<file path="src/rtl/piano_pkg.sv">
// Shared constants for the piano tone path: board clock, default counter width
// and half-period values for a few reference notes on the 100 MHz clock.
package piano_pkg;

    localparam int unsigned CLK_FREQ  = 100_000_000;
    localparam int unsigned DEFAULT_N = 25;

    // Half-period in clock cycles for a square wave of tone_hz.
    function automatic int unsigned half_period(input int unsigned clk_hz,
                                                input int unsigned tone_hz);
        return clk_hz / (2 * tone_hz);
    endfunction

    localparam int unsigned HALF_A3 = 227272;
    localparam int unsigned HALF_A4 = 113636;
    localparam int unsigned HALF_A5 = 56818;

endpackage

</file>
<file path="src/rtl/multi_tone_divider_channel.sv">
// One tone channel: half-period counter, square-wave output and a pending
// half-period register that is only adopted at a toggle boundary.
module multi_tone_divider_channel #(
    parameter int unsigned    N          = 25,
    parameter logic [N-1:0]   RESET_HALF = {N{1'b0}}
) (
    input  logic         clk,
    input  logic         rst,
    input  logic         en,
    input  logic         load,
    input  logic [N-1:0] half,
    output logic         clk_out,
    output logic         tick,
    output logic         pend
);

    localparam logic [N-1:0] CNT_ONE = {{(N-1){1'b0}}, 1'b1};

    logic [N-1:0] cnt_q, cnt_d;
    logic [N-1:0] cur_half_q, cur_half_d;
    logic [N-1:0] pend_half_q, pend_half_d;
    logic         pend_valid_q, pend_valid_d;
    logic         out_q, out_d;
    logic         tick_q, tick_d;
    logic         running, terminal, boundary;

    always_comb begin
        // NOTE: every signal gets a default before any branch, so no path can leave it unassigned and infer a latch.
        running      = en && (cur_half_q != '0);
        terminal     = running && (cnt_q >= cur_half_q - CNT_ONE);
        boundary     = !running || terminal;
        cnt_d        = '0;
        out_d        = out_q;
        tick_d       = 1'b0;
        cur_half_d   = cur_half_q;
        pend_half_d  = pend_half_q;
        pend_valid_d = pend_valid_q;

        if (!running) begin
            out_d = 1'b0;
        end else if (terminal) begin
            out_d  = ~out_q;
            tick_d = 1'b1;
        end else begin
            cnt_d = cnt_q + CNT_ONE;
        end

        // The boundary consumes the old pending value; a same-cycle load re-arms it.
        if (boundary && pend_valid_q) begin
            cur_half_d   = pend_half_q;
            pend_valid_d = 1'b0;
        end
        if (load) begin
            pend_half_d  = half;
            pend_valid_d = 1'b1;
        end
    end

    // NOTE: state flops use non-blocking assignments so every flop samples pre-edge values regardless of statement order.
    always_ff @(posedge clk or posedge rst) begin
        if (rst) begin
            cnt_q        <= '0;
            cur_half_q   <= RESET_HALF;
            pend_half_q  <= '0;
            pend_valid_q <= 1'b0;
            out_q        <= 1'b0;
            tick_q       <= 1'b0;
        end else begin
            cnt_q        <= cnt_d;
            cur_half_q   <= cur_half_d;
            pend_half_q  <= pend_half_d;
            pend_valid_q <= pend_valid_d;
            out_q        <= out_d;
            tick_q       <= tick_d;
        end
    end

    assign clk_out = out_q;
    assign tick    = tick_q;
    assign pend    = pend_valid_q;

endmodule

</file>
<file path="src/rtl/multi_tone_divider.sv">
// Multi-channel runtime-programmable clock divider: CHANNELS independent
// square-wave generators with glitch-free retuning at toggle boundaries.
module multi_tone_divider
    import piano_pkg::*;
#(
    parameter int unsigned N        = DEFAULT_N,
    parameter int unsigned CHANNELS = 4,
    parameter int unsigned CLK_Freq = CLK_FREQ,
    parameter int unsigned Out_Freq = 1
) (
    input  logic                  CLK,
    input  logic                  CLR,
    input  logic [CHANNELS-1:0]   EN,
    input  logic [CHANNELS-1:0]   LOAD,
    input  logic [CHANNELS*N-1:0] HALF,
    output logic [CHANNELS-1:0]   CLK_Out,
    output logic [CHANNELS-1:0]   TICK,
    output logic [CHANNELS-1:0]   PEND
);

    localparam logic [N-1:0] DEFAULT_HALF = N'(half_period(CLK_Freq, Out_Freq));

    for (genvar i = 0; i < CHANNELS; i++) begin : g_ch
        multi_tone_divider_channel #(
            .N          (N),
            .RESET_HALF (DEFAULT_HALF)
        ) u_channel (
            .clk     (CLK),
            .rst     (CLR),
            .en      (EN[i]),
            .load    (LOAD[i]),
            .half    (HALF[i*N +: N]),
            .clk_out (CLK_Out[i]),
            .tick    (TICK[i]),
            .pend    (PEND[i])
        );
    end

endmodule

</file>
<file path="config.mk">
export PLATFORM = sky130hd
export DESIGN_NAME = multi_tone_divider
export DESIGN_NICKNAME = d
export VERILOG_FILES = /design/src/rtl/piano_pkg.sv /design/src/rtl/multi_tone_divider_channel.sv /design/src/rtl/multi_tone_divider.sv
export SDC_FILE = /design/constraint.sdc
export NUM_CORES = 1
export LEC_CHECK = 0
export ABC_AREA = 1
export CORE_ASPECT_RATIO = 0.5
export CORE_MARGIN = 4
export CORE_UTILIZATION = 60
export CTS_CLUSTER_DIAMETER = 100
export DETAILED_ROUTE_END_ITERATION = 10
export PLACE_DENSITY = 0.81
export SLEW_MARGIN = 10
export SYNTH_ARGS = -nofsm -noshare
export SYNTH_HDL_FRONTEND = slang
export SYNTH_HIERARCHICAL = 1
export SYNTH_SLANG_ARGS = --single-unit
</file>
<file path="constraint.sdc">
create_clock -name CLK -period 8.2 [get_ports CLK]
set_clock_uncertainty 0.05 [all_clocks]
set_input_delay 1.64 -clock CLK [delete_from_list [all_inputs] [get_ports CLK]]
set_output_delay 1.64 -clock CLK [all_outputs]
set_load 0.1 [all_outputs]
</file>
**Yosys cells after proc, flatten, opt, wreduce, memory -nomap -nowiden**

Index checks and enable logic that the tools add are counted.

- Register bits after elaboration: 312
- Bits of input ports: 110

- $add $sub $neg: 8
- Order comparisons: 4
- Equal/unequal tests: 4
- Mux-type cells: 32
- Bitwise logic cells: 4
- Reduce and logical (&&, ||, !) cells: 28

Operators with widths:

| cell | count |
|---|---|
| two-way mux 25 bit | 8 |
| adder 25 x 1 -> 25 bit, second input constant | 4 |
| greater-or-equal comparator 25 bit | 4 |
| nonzero test 25 bit | 4 |
| subtractor 25 x 1 -> 25 bit, second input constant | 4 |
| two-way mux 1 bit | 24 |
| logical AND 1 bit | 12 |
| != test 2 bit, second input constant | 4 |
| nonzero test 2 bit | 4 |
| zero test 1 bit | 4 |
| logical OR 1 bit | 4 |
| NOT 1 bit | 4 |

**Depth between registers and ports, before layout**

Gate-level depths: netlist (run 1).

- Depth after elaboration: 7
- Gate-level depth with buffers: 23
- Gate-level depth less buffers: 22

**Modules after synthesis**

The synthesis (run 1) kept the hierarchy.

Modules (own cells, without submodules):

| module | instances | cells an instance | area each (µm²) |
|---|---|---|---|
| multi_tone_divider_channel at g_ch[1].u_channel ... | 3 | 599 | 4629.4 |
| multi_tone_divider_channel at g_ch[0].u_channel | 1 | 592 | 4581.9 |

**Worst setup path after synthesis (run 1)**

OpenSTA, ideal clock, no wires.

- Path kind: register to register
- Start point: reg g_ch[0].u_channel.cur_half_q[0]
- End point: reg g_ch[0].u_channel.cnt_q[22]
- Library setup time: 0.071 ns
- Arrival: 2.878 ns
- Path slack: 5.201 ns
- Stages on the path, launching flop included: 21
- Buffers on the path: 2
- Path through: dfrtp_1 -> inv_1 -> ha_1 -> nor3b_2 -> nand2_1 -> nor2_2 -> nand3_1 -> nand3b_1 -> xor2_1 -> ha_1 -> nand2_1 -> nand2_1 -> nand2_1 -> nand2_1 -> a21oi_1 -> nand2_1 -> nor2_2 -> nand3_4 -> buf_6 -> buf_6 -> nor2_1

- Longest elaborated chain between the ends: 5

Ends and longest elaborated chain:

| what | line | RTL |
|---|---|---|
| start: declaration | multi_tone_divider_channel.sv:20 | `logic [N-1:0] cur_half_q, cur_half_d;` |
| start signal: assignment | multi_tone_divider_channel.sv:70 | `cur_half_q <= cur_half_d;` |
| subtractor 25 x 1 -> 25 bit or nonzero test 25 bit (tied branches) | multi_tone_divider_channel.sv:30, multi_tone_divider_channel.sv:29 |  |
| greater-or-equal comparator 25 bit or logical AND 1 bit (tied branches) | multi_tone_divider_channel.sv:30, multi_tone_divider_channel.sv:29 |  |
| logical AND 1 bit | multi_tone_divider_channel.sv:30 | `terminal = running && (cnt_q >= cur_half_q - CNT_ONE);` |
| two-way mux 25 bit | multi_tone_divider_channel.sv:41 | `end else if (terminal) begin` |
| two-way mux 25 bit * | multi_tone_divider_channel.sv:39 | `if (!running) begin` |
| net g_ch[0].u_channel.cnt_d[22] | multi_tone_divider_channel.sv:19 | `logic [N-1:0] cnt_q, cnt_d;` |
| end signal: assignment | multi_tone_divider_channel.sv:69 | `cnt_q <= cnt_d;` |
| end: declaration | multi_tone_divider_channel.sv:19 |  |

Mark *: on every way through the listed nets, which the timed path passes. The rest lies on a longest branch.
A chain may end at the register's enable or synchronous reset.

**Final worst setup path (run 1)**

- Start point: reg g_ch[0].u_channel.pend_valid_q
- End point: out PEND[0]

RTL lines:

| what | line | RTL |
|---|---|---|
| start: declaration | multi_tone_divider_channel.sv:22 | `logic pend_valid_q, pend_valid_d;` |
| start signal: assignment | multi_tone_divider_channel.sv:72 | `pend_valid_q <= pend_valid_d;` |
| end: declaration | multi_tone_divider.sv:18 | `output logic [CHANNELS-1:0] PEND` |

No word-level cell between the ends.

==> results.sh, run 1 <==
export IMPL_hold_start="g_ch[3].u_channel/pend_half_q[23]"
export IMPL_path_buf_inv=1
export IMPL_dpl_hpwl_microns=29600
export IMPL_drtIter0Drc=1067
export IMPL_cts_hold_buf=0
export IMPL_layout_drive_gt1_share_pct=6.18
export IMPL_grt_pass1_vias=14500
export IMPL_synthTopCellsByCount="nand2_1, dfrtp_1, nor2_1"
export IMPL_htreeDepth=1
export IMPL_grt_pass1_wl_microns=69000
export IMPL_die_x_microns=256
export IMPL_reg2reg_slack_ns=4.16
export IMPL_grt_max_degree=79
export IMPL_dp_cells=2856
export IMPL_yosysUniqueCellTypes=33
export IMPL_p_leak_nw=10.3
export IMPL_r2r_start="g_ch[1].u_channel/cur_half_q[0]"
export IMPL_yosysSeqAreaShare_pct=42.6
export IMPL_cts_buffers_inserted=28
export IMPL_r2r_end="g_ch[1].u_channel/cur_half_q[6]"
export IMPL_slowest_stage="clkdlybuf4s50_1"
export IMPL_cp_max_fo=28
export IMPL_critPathArrivalTime_ns=2.84
export IMPL_layout_nets=2709
export IMPL_instances_no_fill=2910
export IMPL_start_util_pct=60.9
export IMPL_grt_antenna_before_repair=2
export IMPL_ys_ff_latch=312
export IMPL_grtUsageTotal_pct=23.9
export IMPL_cp_start_kind="flip-flop"
export IMPL_syn_avg_cell_area_sq_um=7.73
export IMPL_critPathKind="flip-flop to primary output"
export IMPL_synth_async_reset_ratio_pct=100
export IMPL_critPathCaptureType="primary output"
export IMPL_yosysTopAreaCell="dfrtp_1"
export IMPL_status="completed"
export IMPL_placementRows=45
export IMPL_cpLargestDelayFamily="buffers and inverters"
export IMPL_yosysMostFrequentCell="nand2_1"
export IMPL_syn2layout_area_growth_pct=12.6
export IMPL_synth_fp_nets=2611
export IMPL_finalHoldViolations=0
export IMPL_overflow=0
export IMPL_num_vias=15500
export IMPL_cts_sinks=312
export IMPL_clk_pin_slew_ns=0.07
export IMPL_power_density_nw_per_um2=188
export IMPL_yosysWarnings=6
export IMPL_ir_drop_uv=145
export IMPL_period_share_pct=55.2
export IMPL_synth_edff_count=0
export IMPL_final_max_slew_viol_count=0
export IMPL_rsz0062_at_grt="no"
export IMPL_die_area_sq_um=33800
export IMPL_ctsResizeCount=0
export IMPL_slowest_delay_ns=1.34
export IMPL_vias_per_cell=5.32
export IMPL_tightest_slew_ns=1.05
export IMPL_min_to="g_ch[3].u_channel/pend_half_q[23]"
export IMPL_cts_max_path_buffers=3
export IMPL_relSlewSlack_pct=30.1
export IMPL_synthTopCellsByArea="dfrtp_1, nand2_1, ha_1, dfstp_2, nor2_1"
export IMPL_worst_hold_slack_ns=0.422
export IMPL_hp_class="flip-flop to flip-flop"
export IMPL_reg2reg_depth=21
export IMPL_post_cts_repair_setup_buffers=0
export IMPL_port_buffers=121
export IMPL_drtPass1Iterations=5
export IMPL_cts_root_buf="clkbuf_16"
export IMPL_required_ns=6.51
export IMPL_period_needed_ns=4.53
export IMPL_worstSkewPairLatency_ns=0.56
export IMPL_fin_util_pct=68.5
export IMPL_drv_cap=0
export IMPL_fp_dieH_microns=132
export IMPL_wl_per_cell_microns=14.0
export IMPL_synthFlopType="dfrtp_1"
export IMPL_wl_microns=40800
export IMPL_io_pins=122
export IMPL_max_freq_mhz=221
export IMPL_setup_viol=0
export IMPL_netlist_area_sq_um=18500
export IMPL_synth_top_cell_area_share_pct=36.3
export IMPL_core_area_sq_um=30300
export IMPL_drc=0
export IMPL_ant_nets=0
export IMPL_min_path_cells=2
export IMPL_cp_cell_sequence="clkdlybuf4s50_1"
export IMPL_fin_setup_tns_ns=0
export IMPL_syn_inst=2389
export IMPL_cts_tree="built"
export IMPL_gp_congestion=0.907
==> flip-flops by register name (all words and copies together), names as in the netlist <==
signal / flops
g_ch.u_channel/clk_out: 4
g_ch.u_channel/cnt_q: 100
g_ch.u_channel/cur_half_q: 100
g_ch.u_channel/pend: 4
g_ch.u_channel/pend_half_q: 100
g_ch.u_channel/tick: 4
==> per-stage QoR <==
step / area, sq um / setup slack [ns] / total power [mW]
3_3_place_gp: 19900 / 4.25 / 2.54
5_1_grt: 20800 / 3.58 / 4.13
6_report: 20800 / 3.67 / 3.90
4_1_cts: 20800 / 3.64 / 3.93
2_1_floorplan: 18500 / 4.53 / 2.37
3_5_place_dp: 19900 / 4.10 / 2.57
==> cells by family after synthesis <==
group	share of synthesized area (%)
DFF	42.6
adders and majority gates	7.59
and+or+nand+nor	34.2
xor gates and xnor gates	6.45
buffers and inverters	6.64
AOI/OAI and AO/OA	2.57
==> placed cells by master (no fill, tap or decap), types with 2 or more instances in the layout <==
| cell | n |
|---|---|
| nand3b_1 | 8 |
| nor4_1 | 7 |
| nor2_4 | 10 |
| nand2_2 | 2 |
| nor3b_1 | 9 |
| a21oi_1 | 40 |
| nand3_2 | 6 |
| clkinv_1 | 4 |
| o21ai_0 | 32 |
| diode_2 | 2 |
| o21a_4 | 3 |
| xnor2_1 | 56 |
| clkinvlp_4 | 2 |
| dfstp_2 | 44 |
| clkbuf_8 | 3 |
| nand3_4 | 4 |
| nand3_1 | 148 |
| clkinv_2 | 6 |
| xor2_1 | 80 |
| nor2_1 | 268 |
| o21a_1 | 4 |
| nor3_2 | 3 |
| nor3_1 | 77 |
| nand2_4 | 4 |
| inv_2 | 2 |
| clkbuf_1 | 10 |
| clkbuf_16 | 29 |
| nand4_1 | 71 |
| buf_4 | 7 |
| dfrtp_1 | 268 |
| nand2_1 | 819 |
| clkdlybuf4s50_1 | 121 |
| nor2_2 | 24 |
| o21bai_1 | 4 |
| bufinv_16 | 3 |
| inv_1 | 216 |
| ha_1 | 112 |
==> layer usage <==
| layer | vias to the layer above | track usage [%] | wire [microns] |
|---|---|---|---|
| met4 | 0 | 4.75 | 716 |
| li1 | 7815 | - | - |
| met1 | 7286 | 33.7 | 19100 |
| met2 | 323 | 40.2 | 19200 |
| met5 | - | 0 | 0 |
| met3 | 55 | 3.15 | 1740 |
==> cell type report <==
class                           count  area [sq um]
Antenna cell                        2          5.00
Inverter                          224           843
Tap cell                          399           499
Fill cell                        2440          9550
Sequential cell                   312          7860
Clock buffer                       42           805
Timing Repair Buffer              128          1260
Multi-Input combinational cell   1793          9380
Clock inverter                     10           134
==> report_power, final <==
part           internal (mW)  switching (mW)
logic                  0.282           0.434
registers               1.69           0.143
clock network          0.773           0.578
total                   2.74            1.16
==> worst max-delay path by stage <==
stage / from / end / slack (ns) / cells after the start
after floorplan: CLR / g_ch[0].u_channel/clk_out / 4.53 / 1
after global placement: LOAD[3] / g_ch[3].u_channel/pend_half_q[8] / 4.25 / 4
after detailed placement: LOAD[3] / g_ch[3].u_channel/pend_half_q[21] / 4.10 / 4
after CTS: g_ch[0].u_channel/pend / PEND[0] / 3.64 / 1
after global routing: g_ch[2].u_channel/pend / PEND[2] / 3.58 / 1
final: g_ch[0].u_channel/pend / PEND[0] / 3.67 / 1
No activity file was read; power rests on OpenSTA's default activity.
==> inputs of run 2 (changes only) <==
==> constraint.sdc (replaced) <==
create_clock -name CLK -period 4.4 [get_ports CLK]
set_clock_uncertainty 0.05 [all_clocks]
set_input_delay 0.88 -clock CLK [delete_from_list [all_inputs] [get_ports CLK]]
set_output_delay 0.88 -clock CLK [all_outputs]
set_load 0.1 [all_outputs]
==> run 2 against run 1 <==
Compared with the run above: first-iteration DRC count increased by 12%; register-to-register slack worse by 3.5 ns; wire length decreased by 0.38%; highest routed layer unchanged.
==> results.sh, run 2 (synthesized netlist as in run 1, its figures left out) <==
export IMPL_seq_area_sq_um=7860
export IMPL_grt_pass1_wl_microns=68800
export IMPL_drv_cap=0
export IMPL_grtUsageTotal_pct=23.8
export IMPL_grt_antenna_before_repair=1
export IMPL_layout_drive_gt1_share_pct=6.83
export IMPL_period_share_pct=85.2
export IMPL_critPathArrivalTime_ns=4.17
export IMPL_min_path_cells=2
export IMPL_clk_pin_slew_ns=0.07
export IMPL_grt_pass1_vias=14500
export IMPL_io_pins=122
export IMPL_port_buffers=121
export IMPL_finalHoldViolations=0
export IMPL_critPathCaptureType="flip-flop"
export IMPL_required_ns=4.82
export IMPL_top_regs="g_ch.u_channel/cnt_q (100), g_ch.u_channel/cur_half_q (100), g_ch.u_channel/pend_half_q (100)"
export IMPL_htreeDepth=1
export IMPL_ir_drop_uv=275
export IMPL_cts_sinks=312
export IMPL_cts_tree="built"
export IMPL_start_util_pct=60.9
export IMPL_relSlewSlack_pct=29.3
export IMPL_power_mw=7.31
export IMPL_gp_congestion=0.892
export IMPL_num_vias=15400
export IMPL_layout_nets=2720
export IMPL_p_leak_nw=10.3
export IMPL_vias_per_cell=5.28
export IMPL_setup_viol=0
export IMPL_die_area_sq_um=33800
export IMPL_placementRows=45
export IMPL_grt_max_degree=79
export IMPL_cts_buffers_inserted=28
export IMPL_final_max_slew_viol_count=0
export IMPL_fp_dieH_microns=132
export IMPL_critPathKind="flip-flop to flip-flop"
export IMPL_drc=0
export IMPL_fillCellCount=2489
export IMPL_cts_max_path_buffers=3
export IMPL_syn2layout_area_growth_pct=13.1
export IMPL_core_area_sq_um=30300
export IMPL_cts_hold_buf=0
export IMPL_post_cts_repair_setup_buffers=0
export IMPL_dpl_hpwl_microns=30200
export IMPL_ctsResizeCount=0
export IMPL_layout_common_cells="nand2_1, nor2_1, dfrtp_1"
export IMPL_fin_setup_tns_ns=0
export IMPL_power_density_nw_per_um2=350
export IMPL_cp_start_kind="flip-flop"
export IMPL_die_x_microns=256
export IMPL_wl_microns=40700
export IMPL_max_freq_mhz=267
export IMPL_reg2reg_depth=20
export IMPL_worstSkewPairLatency_ns=0.56
export IMPL_rsz0062_at_grt="no"
export IMPL_multi_input_area_sq_um=9380
export IMPL_hp_class="flip-flop to flip-flop"
export IMPL_drtIter0Drc=1192
export IMPL_tightest_slew_ns=1.06
export IMPL_overflow=0
export IMPL_wl_per_cell_microns=13.9
export IMPL_ant_nets=0
export IMPL_drtPass1Iterations=5
export IMPL_period_needed_ns=3.75
export IMPL_cp_max_fo=28
export IMPL_status="completed"
export IMPL_cts_root_buf="clkbuf_16"
export IMPL_layout_commonest_cell="nand2_1"
==> run 2: cell types whose count changed in the layout (fill, tap and decap cells not counted), sizes merged <==
| cell | change |
|---|---|
| buf | +12 |
| clkbuf | -5 |
| clkinv | +3 |
| clkinvlp | +2 |
| clkdlybuf4s50 | -1 |
| diode | -1 |
==> run 2: worst paths after layout <==
check	from	end	slack [ns]
worst max-delay path	g_ch[3].u_channel/cur_half_q[0]	g_ch[3].u_channel/cnt_q[7]	0.65
max in group asynchronous	CLR	g_ch[1].u_channel/cnt_q[18]	2.50
worst min-delay path	g_ch[1].u_channel/pend_half_q[8]	g_ch[1].u_channel/pend_half_q[8]	0.42
worst min register to register	g_ch[1].u_channel/pend_half_q[8]	g_ch[1].u_channel/pend_half_q[8]	0.42
worst max register to register	g_ch[3].u_channel/cur_half_q[0]	g_ch[3].u_channel/cnt_q[7]	0.65
min in group asynchronous	CLR	g_ch[0].u_channel/pend_half_q[0]	0.64
==> run 2: critical path: stages, from the launching register on <==
cell,delay (ns)
dfrtp_1,0.40
inv_1,0.12
ha_1,0.20
nand2_1,0.06
nor2_1,0.14
nand2_1,0.16
nor2_4,0.19
nand4_1,0.19
nor3_2,0.17
xnor2_1,0.18
ha_1,0.30
nand2_1,0.07
nand2_1,0.05
nand2_1,0.05
nand2_1,0.05
a21oi_1,0.16
nand2_1,0.09
nor2_2,0.16
nand3_4,0.32
buf_4,0.35
nor3_1,0.19
==> run 2: area by class of cell <==
type | instances | share of cell area [%]
inverters | 224 | 4.04
multi-input cells | 1793 | 44.9
clock inverters | 15 | 0.821
clock buffers | 37 | 3.76
flip-flops and latches | 312 | 37.6
diodes | 1 | 0.0120
repair buffers | 139 | 6.43
well taps | 399 | 2.39
==> run 2: per-stage QoR <==
stage	utilization, %	area (sq um)	std cells	setup slack [ns]	hold slack [ns]
final	68.8	20900	2920	0.650	0.424
after global routing	68.8	20900	2920	0.276	0.439
after CTS	68.8	20900	2919	0.658	0.425
after detailed placement	65.7	19900	2867	0.720	0.409
after global placement	65.7	19900	2867	0.815	0.403
after floorplan	-	18500	2389	1.40	0.392
==> run 2: power by group <==
group / leakage [nW] / switching [mW] / internal (mW) / total (mW)
Clock: 0.460 / 1.11 / 1.44 / 2.55
Sequential: 3.93 / 0.257 / 3.15 / 3.41
Combinational: 5.95 / 0.822 / 0.534 / 1.36
==> run 2: routing by layer <==
metal  global-route usage, %  up-vias  wire length [microns]
met2                    39.2      368                  18800
met5                       0        -                      0
li1                        -     7842                      -
met4                    4.93        0                    729
met1                    34.2     7145                  19300
met3                    3.17       64                   1890
